`src/rtl/mips_int_ctrl.sv`:
```
// mips_int_ctrl
// Memory-mapped interrupt controller for the single-cycle MIPS core. It
// synchronises N_IRQ peripheral request lines, latches pending bits (edge or
// level per source), masks them, and raises o_ext_int for the lowest-index
// enabled pending source. The handler acknowledges through the ACK register,
// and eret closes the service window.
//
// Ports
//   i_clk      system clock, rising edge
//   i_rst_n    synchronous active-low reset
//   i_irq      asynchronous peripheral requests (N_IRQ bits)
//   i_sel      chip select from the data-memory address decoder
//   i_addr     byte offset, [4:2] selects the register
//   i_we/i_re  store / load strobes, qualified by i_sel
//   i_wdata    store data
//   o_rdata    load data (combinational, 0 unless a qualified read)
//   i_eret     high for the cycle the core executes eret
//   o_ext_int  registered interrupt request to the core
//
// Register map (offset): 0x00 PEND (W1C), 0x04 MASK, 0x08 EDGE, 0x0C ID (ro),
// 0x10 ACK (wo), 0x14 STATUS (ro), 0x18/0x1C reserved.
module mips_int_ctrl #(
  parameter int N_IRQ = 8
) (
  input  logic             i_clk,
  input  logic             i_rst_n,
  input  logic [N_IRQ-1:0] i_irq,
  input  logic             i_sel,
  input  logic [4:0]       i_addr,
  input  logic             i_we,
  input  logic             i_re,
  input  logic [31:0]      i_wdata,
  output logic [31:0]      o_rdata,
  input  logic             i_eret,
  output logic             o_ext_int
);

  typedef enum logic [1:0] {
    ST_IDLE    = 2'd0,
    ST_ASSERT  = 2'd1,
    ST_SERVICE = 2'd2
  } state_t;

  localparam logic [2:0] REG_PEND   = 3'd0;
  localparam logic [2:0] REG_MASK   = 3'd1;
  localparam logic [2:0] REG_EDGE   = 3'd2;
  localparam logic [2:0] REG_ID     = 3'd3;
  localparam logic [2:0] REG_ACK    = 3'd4;
  localparam logic [2:0] REG_STATUS = 3'd5;

  logic [N_IRQ-1:0] r_sync1, r_sync2, r_prev;
  logic [N_IRQ-1:0] r_pend, r_mask, r_edge;
  logic [3:0]       r_insvc;
  logic             r_ext_int;
  state_t           r_state, w_next_state;

  logic             w_wr, w_rd, w_ack_wr, w_ack_take, w_id_vld;
  logic [2:0]       w_reg;
  logic [3:0]       w_ack_idx, w_id_idx;
  logic [N_IRQ-1:0] w_act, w_set, w_w1c, w_ack_clr;
  logic [15:0]      w_act16, w_ack_onehot16;
  logic             w_unused;

  assign w_wr      = i_sel & i_we;
  assign w_rd      = i_sel & i_re;
  assign w_reg     = i_addr[4:2];
  assign w_act     = r_pend & r_mask;
  assign w_ack_wr  = w_wr && (w_reg == REG_ACK);
  assign w_ack_idx = i_wdata[3:0];

  // Padding to 16 bits lets any 4-bit ACK index be looked up safely: indices
  // at or above N_IRQ land on a zero bit and are treated as not pending.
  assign w_act16        = 16'(w_act);
  assign w_ack_onehot16 = 16'd1 << w_ack_idx;
  assign w_ack_clr      = w_ack_take ? w_ack_onehot16[N_IRQ-1:0] : '0;
  assign w_w1c          = (w_wr && (w_reg == REG_PEND)) ? i_wdata[N_IRQ-1:0] : '0;

  // Level sources set every cycle they are high; edge sources only on 0->1.
  assign w_set = r_sync2 & (~r_edge | ~r_prev);

  // Address and high data bits beyond the register width are don't-care.
  assign w_unused = ^{i_addr[1:0], i_wdata};

  // Lowest index wins: scan downward so the last hit is the smallest index.
  always_comb begin
    w_id_idx = '0;
    for (int i = N_IRQ - 1; i >= 0; i--) begin
      if (w_act[i]) w_id_idx = 4'(i);
    end
  end
  assign w_id_vld = |w_act;

  always_comb begin
    w_next_state = r_state;
    w_ack_take   = 1'b0;
    case (r_state)
      ST_IDLE: begin
        if (|w_act) w_next_state = ST_ASSERT;
      end
      ST_ASSERT: begin
        if (w_ack_wr && w_act16[w_ack_idx]) begin
          w_ack_take   = 1'b1;
          w_next_state = ST_SERVICE;
        end else if (!(|w_act)) begin
          w_next_state = ST_IDLE;
        end
      end
      ST_SERVICE: begin
        if (i_eret) w_next_state = ST_IDLE;
      end
      default: w_next_state = ST_IDLE;
    endcase
  end

  always_ff @(posedge i_clk) begin
    if (!i_rst_n) begin
      r_state   <= ST_IDLE;
      r_ext_int <= 1'b0;
    end else begin
      r_state   <= w_next_state;
      r_ext_int <= (w_next_state == ST_ASSERT);
    end
  end

  always_ff @(posedge i_clk) begin
    if (!i_rst_n) begin
      r_sync1 <= '0;
      r_sync2 <= '0;
      r_prev  <= '0;
      r_pend  <= '0;
      r_mask  <= '0;
      r_edge  <= '0;
      r_insvc <= '0;
    end else begin
      r_sync1 <= i_irq;
      r_sync2 <= r_sync1;
      r_prev  <= r_sync2;
      // Set beats clear: a still-high level source survives W1C and ACK.
      r_pend  <= (r_pend & ~(w_w1c | w_ack_clr)) | w_set;
      if (w_wr && (w_reg == REG_MASK)) r_mask <= i_wdata[N_IRQ-1:0];
      if (w_wr && (w_reg == REG_EDGE)) r_edge <= i_wdata[N_IRQ-1:0];
      if (w_ack_take) begin
        r_insvc <= w_ack_idx;
      end else if ((r_state == ST_SERVICE) && i_eret) begin
        r_insvc <= '0;
      end
    end
  end

  // Reads see the registers before any same-cycle write lands.
  always_comb begin
    o_rdata = '0;
    if (w_rd) begin
      case (w_reg)
        REG_PEND:   o_rdata = 32'(r_pend);
        REG_MASK:   o_rdata = 32'(r_mask);
        REG_EDGE:   o_rdata = 32'(r_edge);
        REG_ID:     if (w_id_vld) o_rdata = {1'b1, 27'd0, w_id_idx};
        REG_STATUS: o_rdata = {24'd0, r_insvc, 2'b00, 2'(r_state)};
        default:    o_rdata = '0;
      endcase
    end
  end

  assign o_ext_int = r_ext_int;

endmodule
```
`config.mk`:
```
export PLATFORM = sky130hd
export DESIGN_NAME = mips_int_ctrl
export DESIGN_NICKNAME = d
export VERILOG_FILES = /design/src/rtl/mips_int_ctrl.sv
export SDC_FILE = /design/constraint.sdc
export NUM_CORES = 1
export LEC_CHECK = 0
export ABC_AREA = 1
export BUFFER_PORTS_ARGS = -buffer_cell sky130_fd_sc_hd__buf_2
export CORE_MARGIN = 4
export CORE_UTILIZATION = 51
export CTS_CLUSTER_SIZE = 16
export DETAILED_ROUTE_END_ITERATION = 8
export GPL_TIMING_DRIVEN = 0
export PLACE_DENSITY = 0.77
export SLEW_MARGIN = 30
export SYNTH_ARGS = -nofsm -noshare
export SYNTH_HDL_FRONTEND = slang
export SYNTH_SLANG_ARGS = --single-unit
```
`constraint.sdc`:
```
create_clock -name i_clk -period 1.7 [get_ports i_clk]
set_input_delay 0.425 -clock i_clk [delete_from_list [all_inputs] [get_ports i_clk]]
set_output_delay 0.425 -clock i_clk [all_outputs]
set_load 0.03 [all_outputs]
```
---- Yosys cells after proc, flatten, opt, wreduce, memory -nomap -nowiden ----
Cells that the tools add are included.
cells by class
  magnitude comparators ................... 1
  equal/unequal tests ..................... 8
  shifts and indexed selects .............. 1
  mux-type cells .......................... 24
  bitwise operators ....................... 11
  reduce and logical (&&, ||, !) cells .... 10
operator list
  kind                                                                  count
  32-bit one-hot mux with 5 select lines                                1
  32-bit two-way mux                                                    2
  4-bit two-way mux                                                     9
  8-bit bitwise AND                                                     3
  8-bit inverter                                                        3
  8-bit OR                                                              3
  8-bit two-way mux                                                     2
  2-bit two-way mux                                                     4
  8-bit OR reduction                                                    1
  1-bit by 4-bit << shifter with 8-bit output, first input constant     1
  3-bit by 2-bit == test with 1-bit output, second input constant       2
  3-bit == test, second input constant                                  2
  1-bit logical AND                                                     6
  2-bit one-hot mux with 3 select lines                                 1
  4-bit by 5-bit < comparator with 1-bit output, second input constant  1
  1-bit binary-select mux with 4-bit select                             1
  2-bit by 1-bit == test with 1-bit output, second input constant       2
  3-bit by 1-bit == test with 1-bit output, second input constant       1
  3-bit zero test                                                       1
  1-bit two-way mux                                                     3
  3-bit two-way mux                                                     1
  1-bit bitwise AND                                                     2
  2-bit == test, second input constant                                  1
  2-bit zero test                                                       1
  2-bit nonzero test                                                    1
word-level totals
  bits in registers ....................... 55
  input port bits ......................... 51
  output and inout bits ................... 33
  word-level logic and storage cells ...... 64

---- Longest topological paths before layout ----
  word-level depth ........................ 12
  depth in mapped cells ................... 12
  depth with buffers taken out ............ 11

---- Worst setup path before layout ----
Ideal clock, no wire load.
  kind .................................... input to output
  from .................................... in i_addr[4]
  to ...................................... out o_rdata[1]
  arrival ................................. 1580 ps
  path slack .............................. -305 ps
  cell stages on the path ................. 6
  cell sequence ........................... inv_1 > nor3_1 > nand2_1 > o21ai_0 > nor2_1 > a21oi_1
on the way
  word-level cells in the longest chain between the ends .. 3
RTL lines
  what                                        line  source
  start: declaration                          29    input logic [4:0] i_addr,
  3-bit == test (tied with other cells)       154   case (w_reg)
  32-bit one-hot mux with 5 select lines (*)  154
  32-bit two-way mux (*)                      153   if (w_rd) begin
  end: declaration                            33    output logic [31:0] o_rdata,
Mark *: on every way between the ends. The rest lies on a longest branch, timed or not.

---- Final worst setup path ----
  from .................................... reg r_mask[6]
  to ...................................... out o_rdata[0]
on the way
  word-level cells in the longest chain between the ends .. 11
RTL lines
  what                                        line  source
  start: declaration                          52    logic [N_IRQ-1:0] r_pend, r_mask, r_edge;
  start signal: assignment                    140   if (w_wr && (w_reg == REG_MASK)) r_mask <= i_wdata[N_IRQ-1:0];
  8-bit bitwise AND (*)                       67    assign w_act = r_pend & r_mask;
  4-bit two-way mux (7 in a row)              88    if (w_act[i]) w_id_idx = 4'(i);
  32-bit two-way mux (*)                      158   REG_ID: if (w_id_vld) o_rdata = {1'b1, 27'd0, w_id_idx};
  32-bit one-hot mux with 5 select lines (*)  154
  32-bit two-way mux (*)                      153
Marked as above.

==> impl_results.md <==
* Outcome: finished, violations left
* Failing checks: setup timing
* Seq/Total Area, Yosys at a little over two fifths
* First-pass GRT wire length at 11,100 um
* Die ar. at 6370 um2
* Die extent in x at 79.8 um
* Die height at 79.8 um
* Crit path required time at 1270 ps
* Fmax at about 500 MHz
* Gr usage total at roughly 22%
* Clock Latency Late Sink at 320 ps
* DP Worst Slack at -466 ps
* Vias in the first global route at between 2,000 and 2,500
* Yosys cell types at 30
* Drt first pass iters at 5
* P_sw at around 0.00075 W
* Drt wl/cell at about 14 um
* Largest net degree at the start of global routing at 20
* Sequential power share at a little over 50%
* P per Cell Area at 765 nW/um2
* Ys Warns at 0
* Setup violations, final at 8
* Row count at 25
* Fin. max-slew vios at 0
* CP Capture Type: output port
* Crit Path Max Fanout at 4
* Number of H-tree levels at 2
* Drt drc at 0
* Drt total wl at 7270 um
* Register Area at ~1100 um2
* Cells after synthesis at between 300 and 400
* Fill count at 378
* CTS Buf Count at 5
* Critical Path AT at about 1500 ps
* Final GP Congestion at 0.928
* Synth Flop Type: dfxtp_1
* Max cap viols at 0
* Clock sink count at 55
* Final worst setup slack at -248 ps
* Setup TNS Final at -1140 ps
* Post-route cell area at ~3500 um2
* Hold WC Path Type: primary input to flip-flop
* Synthesized area at approximately 2600 um2
* Core Box Area at roughly 4800 um2
* Routed via count at about 2,600
* Async S/R FF share, synth at 0%
* # diodes at 0
* Worst R2R Setup Slack at approximately 180 ps
* CTS tree: yes
* Placed cell areas at approximately 3000 um2
* Antenna violations before repair at 0
* Clk buf depth at 2
* Slew headroom at a little under two thirds
* Worst-path clk slew at 120 ps
* HPWL Detailed at just under 5000 um
* Internal at 0.00192 W
* Via/cell ratio at about 5.0
* Seq cells post-synth at 55
* Area grow syn2layout at 32.5%
* Clk root buf: clkbuf_8
* PortBufs at 32
* Syn_area_per_cell at just under 7 um2
* Num ports at 84
* DRT antenna net count at 0
* Combinational power share at 14.0%
* Initial Utilization at 54.3%
* Post-route clock period utilization at 115%
* Number of synthesized flops with an enable pin at 0
* Multi-input gate area at approximately 1400 um2
* Peak supply drop at a little over 0.6 mV
* P_leak at 1.79 nW
* RSZ-0062 raised after global routing: yes
* Critical path class: flip-flop to output port
* Type of origin of the critical path: flip-flop
* NumNets Final at approximately 500
* DRT iter0 DRCs at 245
* Clock power frac at between 30% and 40%
* Layout cells sized above 1 at between 30% and 40%
* Grt ovf at 0
* Sw Ratio at about 28%
* Worst slew pin tran at around 540 ps
* Final Hold Vio Count at 0
* Worst Skew at between 10 and 15 ps
* Tmin final at between 1500 and 2000 ps
## logic make-up after synthesis
kind of cell	share of synthesized area (%)
AO/OA/AOI/OAI	11.9
buffers and inverters	16.7
flip-flops	41.8
AND/OR/NAND/NOR	29.4
other	0.143
## power groups by stage
stage	logic (W)	registers [W]	clock network, W
global placement	0.000306	0.00138	0
finish	0.000374	0.00136	0.000936
floorplan	0.000234	0.00137	0
detailed placement	0.000311	0.00138	0
CTS	0.000345	0.00136	0.000941
global route	0.000407	0.00136	0.000998
## Yosys cell counts (2+ instances only)
| library cell | count | area share [%] |
|---|---|---|
| nand2_1 | 108 | 15 |
| dfxtp_1 | 55 | 42 |
| inv_1 | 54 | 7.7 |
| nor2_1 | 33 | 4.7 |
| buf_4 | 24 | 6.8 |
| o21ai_0 | 22 | 4.2 |
| a21oi_1 | 14 | 2.7 |
| nand3_1 | 12 | 2.3 |
| nand4_1 | 11 | 2.6 |
| nor3_1 | 7 | 1.3 |
| clkbuf_1 | 6 | 0.86 |
| a221oi_1 | 5 | 1.7 |
| a311oi_1 | 4 | 1.3 |
| nand2_2 | 3 | 0.71 |
| a211oi_1 | 2 | 0.57 |
| buf_2 | 2 | 0.38 |
| inv_2 | 2 | 0.29 |
| nor2_4 | 2 | 0.86 |
## state kept, by name, summed over array words and instances, names as in the netlist
| register | cells |
|---|---|
| r_pend | 8 |
| r_prev | 8 |
| r_sync2 | 8 |
| r_insvc | 4 |
| r_state | 2 |
| r_sync1 | 8 |
| r_mask | 8 |
| o_ext_int | 1 |
| r_edge | 8 |
## layer usage
layer	GRT usage (%)	share of wire, %	up-vias
li1	-	-	1294
met1	27.3	42	1167
met2	39.6	48	126
met3	4.18	8.4	18
met4	5.74	1.9	0
met5	0	0	-
## area by class of cell
| class | instances | area share (%) |
|---|---|---|
| Buffer | 33 | 6.42 |
| Clock buffer | 5 | 1.97 |
| Clock inverter | 3 | 1.44 |
| Inverter | 57 | 7.00 |
| Multi-Input combinational cell | 255 | 39.6 |
| Sequential cell | 55 | 32.1 |
| Tap cell | 67 | 2.40 |
| Timing Repair Buffer | 41 | 9.01 |
## layout by cell type, fill, tap and decap left out, drive strengths merged
cell type  count
a221oi         5
a31oi          1
a211oi         2
nand2        111
buf           68
clkbuf        11
a22o           1
a21oi         14
conb          23
nor2          36
inv           59
nor3           8
dfxtp         55
nand3         13
a311oi         4
nor4           1
o221ai         1
a21boi         1
bufinv         1
nand4         11
o21ai         22
o211ai         1
## worst paths after layout
check | cells after the start | end | from
max | 8 | o_rdata[0] | r_mask[6]
max reg2reg | 12 | r_pend[6] | r_mask[6]
min | 3 | r_sync1[3] | i_irq[3]
min reg2reg | 2 | r_sync2[3] | r_sync1[3]
## worst max-delay path, cell delays in order (launching register included)
cell	delay, ps
dfxtp_4	380
nand2_4	90
nand3_2	70
nand2_2	60
a21boi_2	50
o21ai_1	130
nand3_1	110
a21oi_2	170
buf_6	150
## timing repair
item / CTS / global route
gates resized for setup: 79 / 23
hold buffers: 0 / 0
pin swaps: 11 / 9
endpoints found under the setup margin: 9 / 9
buffers inserted: 6 / 3
## through the flow
| stage | total power [W] | utilization, % | hold WS, ps | cells |
|---|---|---|---|---|
| 6_report | 0.00267 | 71.9 | 286 | 516 |
| 4_1_cts | 0.00264 | 69.5 | 283 | 513 |
| 3_5_place_dp | 0.00169 | 61.5 | 399 | 499 |
| 5_1_grt | 0.00277 | 71.9 | 290 | 516 |
| 2_1_floorplan | 0.00161 | - | 390 | 400 |
| 3_3_place_gp | 0.00168 | 61.5 | 392 | 499 |
No activity file was read; power rests on OpenSTA's default activity.
